`src/rtl/tpu_host_bridge.sv`:
```
// tpu_host_bridge: Avalon-MM host slave that forwards single accesses to a TPU core,
// stalling the host while a MAC operation runs and returning reads two cycles after accept.
module tpu_host_bridge #(
    parameter int DATAW = 64,
    parameter int ADDRW = 16,
    parameter int DIM   = 8
) (
    input  logic             clk,
    input  logic             rst_n,
    input  logic [ADDRW-1:0] avm_address,
    input  logic             avm_read,
    input  logic             avm_write,
    input  logic [DATAW-1:0] avm_writedata,
    output logic             avm_waitrequest,
    output logic [DATAW-1:0] avm_readdata,
    output logic             avm_readdatavalid,
    output logic [ADDRW-1:0] tpu_addr,
    output logic             tpu_r_w,
    output logic [DATAW-1:0] tpu_dataIn,
    input  logic [DATAW-1:0] tpu_dataOut
);
    localparam int BUSY = 3 * DIM - 1;
    localparam int CW   = $clog2(BUSY + 1);
    typedef enum logic [1:0] {IDLE, ISSUE, MAC_WAIT} state_t;
    state_t           state, state_nxt;
    logic             ready;
    logic [ADDRW-1:0] addr_q;
    logic [DATAW-1:0] data_q;
    logic             wr_q, rd_q;
    logic [CW-1:0]    busy_cnt;
    logic [31:0]      mac_cnt;
    logic             accept, w_map, r_c, mac_hit, busy_done;
    logic [DATAW-1:0] rd_data;
    // ready holds off the host until the first edge after reset release
    assign accept    = state == IDLE && ready && (avm_read || avm_write);
    assign r_c       = addr_q >= ADDRW'(16'h0300) && addr_q <= ADDRW'(16'h037F);
    assign mac_hit   = wr_q && addr_q == ADDRW'(16'h0400);
    assign w_map     = (addr_q >= ADDRW'(16'h0100) && addr_q <= ADDRW'(16'h013F)) ||
                       (addr_q >= ADDRW'(16'h0200) && addr_q <= ADDRW'(16'h023F)) ||
                       r_c || addr_q == ADDRW'(16'h0400);
    assign busy_done = busy_cnt == CW'(BUSY - 1);
    assign rd_data   = r_c ? tpu_dataOut : addr_q == ADDRW'(16'h0500) ? DATAW'(mac_cnt) : '0;
    always_comb begin
        state_nxt       = state;
        avm_waitrequest = !ready || state != IDLE;
        tpu_addr        = '0;
        tpu_r_w         = 1'b0;
        tpu_dataIn      = '0;
        state_nxt       = state == IDLE  ? (accept ? ISSUE : IDLE) :
                          state == ISSUE ? (mac_hit ? MAC_WAIT : IDLE) :
                          busy_done      ? IDLE : MAC_WAIT;
        if (state == ISSUE) begin
            tpu_addr   = addr_q;
            tpu_r_w    = wr_q && w_map;
            tpu_dataIn = data_q;
        end
    end
    always_ff @(posedge clk or negedge rst_n) begin
        if (!rst_n) begin
            state             <= IDLE;
            ready             <= 1'b0;
            addr_q            <= '0;
            data_q            <= '0;
            wr_q              <= 1'b0;
            rd_q              <= 1'b0;
            busy_cnt          <= '0;
            mac_cnt           <= '0;
            avm_readdatavalid <= 1'b0;
            avm_readdata      <= '0;
        end else begin
            state <= state_nxt;
            ready <= 1'b1;
            if (accept) begin
                addr_q <= avm_address;
                data_q <= avm_writedata;
                wr_q   <= avm_write;
                rd_q   <= avm_read && !avm_write;
            end
            busy_cnt <= (state == MAC_WAIT && !busy_done) ? busy_cnt + 1'b1 : '0;
            if (state == MAC_WAIT && busy_done) mac_cnt <= mac_cnt + 1'b1;
            avm_readdatavalid <= state == ISSUE && rd_q;
            if (state == ISSUE && rd_q) avm_readdata <= rd_data;
        end
    end
endmodule

```
`config.mk`:
```
export PLATFORM = sky130hd
export DESIGN_NAME = tpu_host_bridge
export DESIGN_NICKNAME = d
export VERILOG_FILES = /design/src/rtl/tpu_host_bridge.sv
export SDC_FILE = /design/constraint.sdc
export NUM_CORES = 1
export LEC_CHECK = 0
export ABC_AREA = 0
export BUFFER_PORTS_ARGS = -buffer_cell sky130_fd_sc_hd__buf_2
export CAP_MARGIN = 25
export CORE_UTILIZATION = 33
export CTS_CLUSTER_DIAMETER = 80
export CTS_CLUSTER_SIZE = 30
export DETAILED_ROUTE_END_ITERATION = 8
export MAX_ROUTING_LAYER = met4
export PLACE_DENSITY = 0.68
export SLEW_MARGIN = 20
export SYNTH_ARGS = -nofsm -noshare
export SYNTH_HDL_FRONTEND = slang
export SYNTH_SLANG_ARGS = --single-unit
```
`constraint.sdc`:
```
create_clock -name clk -period 1.7 [get_ports clk]
set_input_delay 0.255 -clock clk [delete_from_list [all_inputs] [get_ports clk]]
set_output_delay 0.255 -clock clk [all_outputs]
set_load 0.005 [all_outputs]
```
==> impl_metrics.toml, run 1 <==
[run_status]
violations = "setup timing"
status = "complete, but fails checks"

[routing]
via_per_inst = 4.84
drt-initial-drc-count = 242
wl_mm = 26.9
drtPass1Iterations = 4
dr_total_vias = 6603
routedWlPerCell_um = 19.7
post-route-drc-count = 0
postRouteAntennaNets = 0

[placed_design]
port_buffers = 294
dp_hpwl_mm = 14.6
place.gp.congestion = 0.795
preCtsSetupSlack_ns = -0.127
dpl-instance-area_um2 = 10400

[yosys]
synth_top_area_cell = "dfrtp_1"
yosys_warnings = 0
syn_nets = 774
synth_edf_count = 0
synth.area.top_cells = "dfrtp_1 58%, mux2_1 9.7%, a22o_1 7.0%"
synth_area_per_cell_um2 = 13.0
yosysSeqAreaShare_pct = 57.7
yosysMostFrequentCell = "dfrtp_1"
async_reset_ff_share_pct = 100
synth.ff_latch_count = 187
synth_top_area_share_pct = 57.7
yosys.cell_types.count = 43
yosys-top-cells-count = "187 x dfrtp_1, 81 x and2_1, 70 x mux2_1"
synth_cells = 623
syn_area_um2 = 8100
ys.flop_type = "dfrtp_1"

[timing]
max_freq_mhz = 455
setup_viol = 219
grt_setup_unrepaired = "yes"
fin_crit_sh_pct = 129
finalCriticalPeriod_ns = 2.20
final.setup_skew_ns = 0.0239
setup_ws_ns = -0.496
slew_violations = 0
hold_viol = 0

[floorplan]
die_area_um2 = 25200
io_pins = 295
die_w_um = 159
start_util_pct = 34.1
num_rows = 56
die_y_um = 159
core_um2 = 23800

[final_layout]
final_cell_area_um2 = 13400
final_nets = 1178
area_growth_pct = 65.8
final_layout_size_suffix_gt1_share_pct = 62.7
fillers = 1919

[critical_path]
r2r_setup_slack_ns = -0.34
crit_chain = "nor4_2, buf_4, nand4_1, or2_4, a21oi_2, buf_2"
critPathKind = "reg -> out"
end_kind = "output pin"
path_delay_family = "simple AND/OR/NAND/NOR gates"
critPathMaxStageDelay_ns = 0.39
path_max_fanout = 2
cp.required_ns = 1.44
arrival_ns = 1.94
slowest_stage = "dfrtp_1"
cp-start-kind = "flip-flop"
cp.buffers_inverters = 2

[power_and_ir_drop]
p_leak_nw = 7.18
power.density_nw_per_um2 = 859
ir_drop_uv = 542

[grt]
grt.total_usage_pct = 20.7
grt_pass1_wl_mm = 39.2
antenna_found_initial = 4
grt_pass1_vias = 6951
grt_start_max_net_pins = 50
grt_overflow = 0

[clocking]
cts_root_buf = "clkbuf_16"
clkLatencyLatePin_ns = 0.44
cts.sinks = 187
cts_tree = "yes"
cts_htree_levels = 4
cts_buffer_depth = 2
clkTransAtPathRegs_ns = 0.07
cts_made_buffers = 17

[run]
cap_viol_max_count = 0

[worst_hold_path]
min_path_type = "in -> reg"
-- metrics by stage --
stage	hold slack [ns]	instances	util (%)	setup TNS [ns]	power (mW)
after global placement	0.167	1257	43.7	-2.57	6.31
after CTS	0.00764	1344	53.4	-52.09	11.4
final	0.0290	1365	56.6	-48.00	11.5
after detailed placement	0.166	1257	43.7	-5.99	6.35
after global routing	0.0138	1363	56.5	-65.85	12.0
after floorplan	-0.0406	623	-	0	5.58
-- cell usage in the layout (no fill, tap or decap), types with 2 or more instances in the layout --
cell,Yosys,layout
buf_8,0,12
a21oi_1,3,2
buf_6,5,96
and2_1,81,4
and4_1,6,4
and3_1,4,3
a21o_1,32,32
and2_4,0,78
inv_1,5,4
nor3b_2,2,2
ha_1,3,2
and4_4,0,2
nand3_1,9,9
nor4_4,0,5
nor3_2,9,3
nor2_2,0,2
nand2_1,14,13
buf_16,0,13
inv_2,2,3
xor2_1,19,18
clkbuf_16,0,25
dfrtp_2,0,2
nand4_1,10,10
nor3_4,0,6
dfrtp_1,187,185
a22o_1,65,65
inv_8,0,3
inv_6,0,6
buf_12,0,30
diode_2,0,6
clkinv_4,0,3
nor3_1,3,3
xnor2_1,15,15
clkbuf_8,0,2
mux2_4,0,79
buf_4,4,47
nor2_1,11,9
buf_2,13,215
-- final cells by class --
type / instances / area, um^2 / area share (%)
flip-flops and latches: 187 / 4680 / 34.9
diodes: 6 / 15.0 / 0.112
multi-input cells: 391 / 3850 / 28.7
well taps: 319 / 399 / 2.97
inverters: 7 / 26.3 / 0.196
clock inverters: 13 / 143 / 1.06
repair buffers: 423 / 3870 / 28.8
clock buffers: 19 / 443 / 3.30
-- final timing paths --
path,start,end,cells after the start
max,addr_q[14]$_DFFE_PN0P_,tpu_r_w,6
min,avm_write,rd_q$_DFFE_PN0P_,2
max reg2reg,state[1]$_DFF_PN0_,avm_readdata[19]$_DFFE_PN0P_,12
min reg2reg,mac_cnt[31]$_DFFE_PN0P_,mac_cnt[31]$_DFFE_PN0P_,1
max in group asynchronous,rst_n,avm_readdata[18]$_DFFE_PN0P_,3
min in group asynchronous,rst_n,avm_readdata[5]$_DFFE_PN0P_,2
-- sequential cells by signal, indices dropped and copies added (netlist names) --
name and count:
data_q 64, avm_readdatavalid 1, rd_q 1, mac_cnt 32, busy_cnt 5, state 2, avm_readdata 64, ready 1
addr_q 16, wr_q 1
-- layer usage --
metal	share of wire, %	vias to the layer above	GRT usage (%)
li1	-	3034	-
met1	40	3278	24.5
met2	52	268	34.6
met3	6.4	23	5.15
met4	1.3	0	6.00
met5	0	-	-
-- worst register-to-register path, stage by stage (launching register included) --
cell and delay [ns]:
dfrtp_1 0.40, buf_6 0.13, nor2b_4 0.13, buf_12 0.14, buf_8 0.12, buf_6 0.10
nand2_4 0.06, inv_2 0.08, and4_4 0.27, buf_12 0.14, clkbuf_16 0.15, a22o_1 0.15
a21o_1 0.10
-- cell families (layout without fill, tap and decap cells) --
kind of cell | count (synthesis) | after routing | synth area share (%)
mux | 81 | 81 | 11.3
compound gates | 102 | 102 | 10.3
buf+inv | 45 | 462 | 2.93
simple gates | 170 | 170 | 13.6
fa+ha+maj | 3 | 3 | 0.463
xor+xnor | 34 | 34 | 3.67
flops | 187 | 187 | 57.7
other cells | 1 | 7 | 0.0463
-- repair_timing --
action                                  4_1_cts  5_1_grt
hold endpoints to repair                     22        0
endpoints found under the setup margin      202      246
hold buffers                                  1        0
buffers inserted                             33       22
gates resized for setup                     192      160
cloned                                       22       11
pin swaps                                    42       60
-- power by group --
part	internal [mW]	leakage (nW)	switching (mW)
clock network	2.13	0.290	1.91
logic	1.60	4.47	0.828
registers	4.81	2.42	0.259
total	8.54	7.18	3.00
Note: power is estimated with default switching activity, not from simulation.
==> inputs of run 2 (changes only) <==
==> constraint.sdc (replaced) <==
create_clock -name clk -period 1.7 [get_ports clk]
set_input_delay 0.34 -clock clk [delete_from_list [all_inputs] [get_ports clk]]
set_output_delay 0.34 -clock clk [all_outputs]
set_load 0.005 [all_outputs]
==> impl_metrics.toml, run 2 (synthesized netlist as in run 1, its figures left out) <==
[power_and_ir_drop]
intPower_mw = 8.64
power_frac_seq_pct = 43.5
power.density_nw_per_um2 = 876
pwr-share-clk_pct = 36.2
swShare_pct = 25.8
ir_drop_uv = 609
power.switching_mw = 3.00
p_leak_nw = 7.06
pwr-share-comb_pct = 20.3

[worst_hold_path]
min_path_type = "in -> reg"

[timing]
grt_setup_unrepaired = "yes"
setup_ws_ns = -0.506
whs_ns = 0.121
fin_crit_sh_pct = 130
setup_viol = 226
final.setup_skew_ns = 0.0120
hold_viol = 0
max_freq_mhz = 453
slew_violations = 0
finalCriticalPeriod_ns = 2.21

[floorplan]
start_util_pct = 34.1
num_rows = 56
core_um2 = 23800
die_area_um2 = 25200
die_y_um = 159
die_w_um = 159
io_pins = 295

[routing]
drt-met1-wl_mm = 10.6
drtPass1Iterations = 7
via_per_inst = 4.83
post-route-drc-count = 0
postRouteAntennaNets = 0
drt-initial-drc-count = 291
dr_total_vias = 6571
top_layer = "met4"
routedWlPerCell_um = 19.2
wl_mm = 26.1
wl_met2_mm = 13.3
wl_met3_mm = 1.75

[clocking]
cts_root_buf = "clkbuf_16"
cts.sinks = 187
cts_htree_levels = 4
clkLatencyLatePin_ns = 0.43
clkTransAtPathRegs_ns = 0.07
cts_buffer_depth = 2
cts_made_buffers = 17
cts_tree = "yes"

[critical_path]
cp.required_ns = 1.36
slowest_stage = "dfrtp_1"
crit_chain = "nor4_2, nand4_1, or2_4, a21oi_2, buf_2"
critPathKind = "reg -> out"
critPathMaxStageDelay_ns = 0.39
end_kind = "output pin"
path_max_fanout = 2
cp-start-kind = "flip-flop"
cp.buffers_inverters = 1
arrival_ns = 1.87
path_delay_family = "simple AND/OR/NAND/NOR gates"

[grt]
grt_pass1_wl_mm = 36.8
grt_pass1_vias = 6921
grt_overflow = 0
grt.total_usage_pct = 19.1
grt_start_max_net_pins = 53
antenna_found_initial = 5

[run_status]
status = "complete, but fails checks"
violations = "setup timing"

[final_layout]
final_layout_size_suffix_gt1_share_pct = 62.6
reg_top3 = "avm_readdata: 64 flops, data_q: 64 flops, mac_cnt: 32 flops"
seqCellArea_um2 = 4680
fillers = 1903
final_common_cell = "buf_2"
multi_input_area_um2 = 3820
area_growth_pct = 64.0
final_nets = 1175
final_cell_mix = "212 x buf_2, 186 x dfrtp_1, 98 x buf_6, 81 x and2_4, 80 x mux2_4"

[placed_design]
dp_hpwl_mm = 15.0
preCtsSetupSlack_ns = -0.155
place.gp.congestion = 0.806
port_buffers = 294

[run]
cap_viol_max_count = 0
-- run 2: cell types whose count changed in the layout (fill, tap and decap cells not counted), sizes merged --
cell      before  now
clkinvlp       0    2
buf          413  405
diode          6    5
clkinv         3    2
clkbuf        28   32
inv           16   15
bufinv         1    2
-- run 2: per-layer routing --
metal  vias to the layer above  global-route usage [%]
li1                       3023                       -
met1                      3252                    22.7
met5                         -                       -
met4                         0                    5.74
met2                       264                    31.7
met3                        32                    4.94
-- run 2: what timing repair did --
| action | 4_1_cts | 5_1_grt |
|---|---|---|
| hold buffers | 1 | 0 |
| endpoints found under the hold margin | 42 | 0 |
| gates resized for setup | 134 | 190 |
| setup buffers | 49 | 15 |
| gates cloned | 12 | 18 |
| pin swaps | 80 | 44 |
| setup endpoints to repair | 173 | 237 |
-- run 2: worst paths after layout --
path / start / depth (start not counted) / slack (ns) / endpoint
max reg2reg: state[1]$_DFF_PN0_ / 9 / -0.21 / addr_q[15]$_DFFE_PN0P_
max in group asynchronous: rst_n / 3 / 0.61 / mac_cnt[0]$_DFFE_PN0P_
max: addr_q[7]$_DFFE_PN0P_ / 5 / -0.51 / tpu_r_w
min: avm_write / 2 / 0.12 / rd_q$_DFFE_PN0P_
min reg2reg: mac_cnt[31]$_DFFE_PN0P_ / 1 / 0.48 / mac_cnt[31]$_DFFE_PN0P_
min in group asynchronous: rst_n / 2 / 0.44 / avm_readdata[3]$_DFFE_PN0P_
-- run 2: worst register-to-register path, stage by stage, from the launching register on --
cell       delay [ns]
dfrtp_1          0.42
buf_6            0.13
buf_6            0.11
nor3b_4          0.21
inv_2            0.08
nor2_4           0.11
buf_12           0.14
buf_12           0.15
clkbuf_16        0.17
mux2_4           0.29
-- run 2: through the flow --
stage / instance area (um^2) / power (mW) / std cells / utilization (%) / setup TNS, ns
final: 13300 / 11.6 / 1361 / 56.0 / -44.20
after floorplan: 8100 / 5.58 / 623 / - / 0
after CTS: 12200 / 11.1 / 1332 / 51.2 / -44.23
after global routing: 13300 / 12.1 / 1361 / 56.0 / -58.56
after global placement: 10500 / 6.36 / 1271 / 44.1 / -2.25
after detailed placement: 10500 / 6.39 / 1271 / 44.1 / -3.05
-- run 2: final cells by class --
cell class,count,area share [%]
diodes,5,0.0941
clock buffers,18,3.30
clock inverters,14,1.31
inverters,7,0.198
multi-input cells,391,28.7
flip-flops and latches,187,35.2
well taps,319,3.00
repair buffers,420,28.2
-- run 2: power by group through the flow --
stage	Clock (mW)	Sequential [mW]	Combinational [mW]
floorplan	0	5.01	0.570
global placement	0	5.05	1.30
detailed placement	0	5.07	1.32
CTS	4.32	5.01	1.73
global route	4.50	5.11	2.50
finish	4.22	5.07	2.36
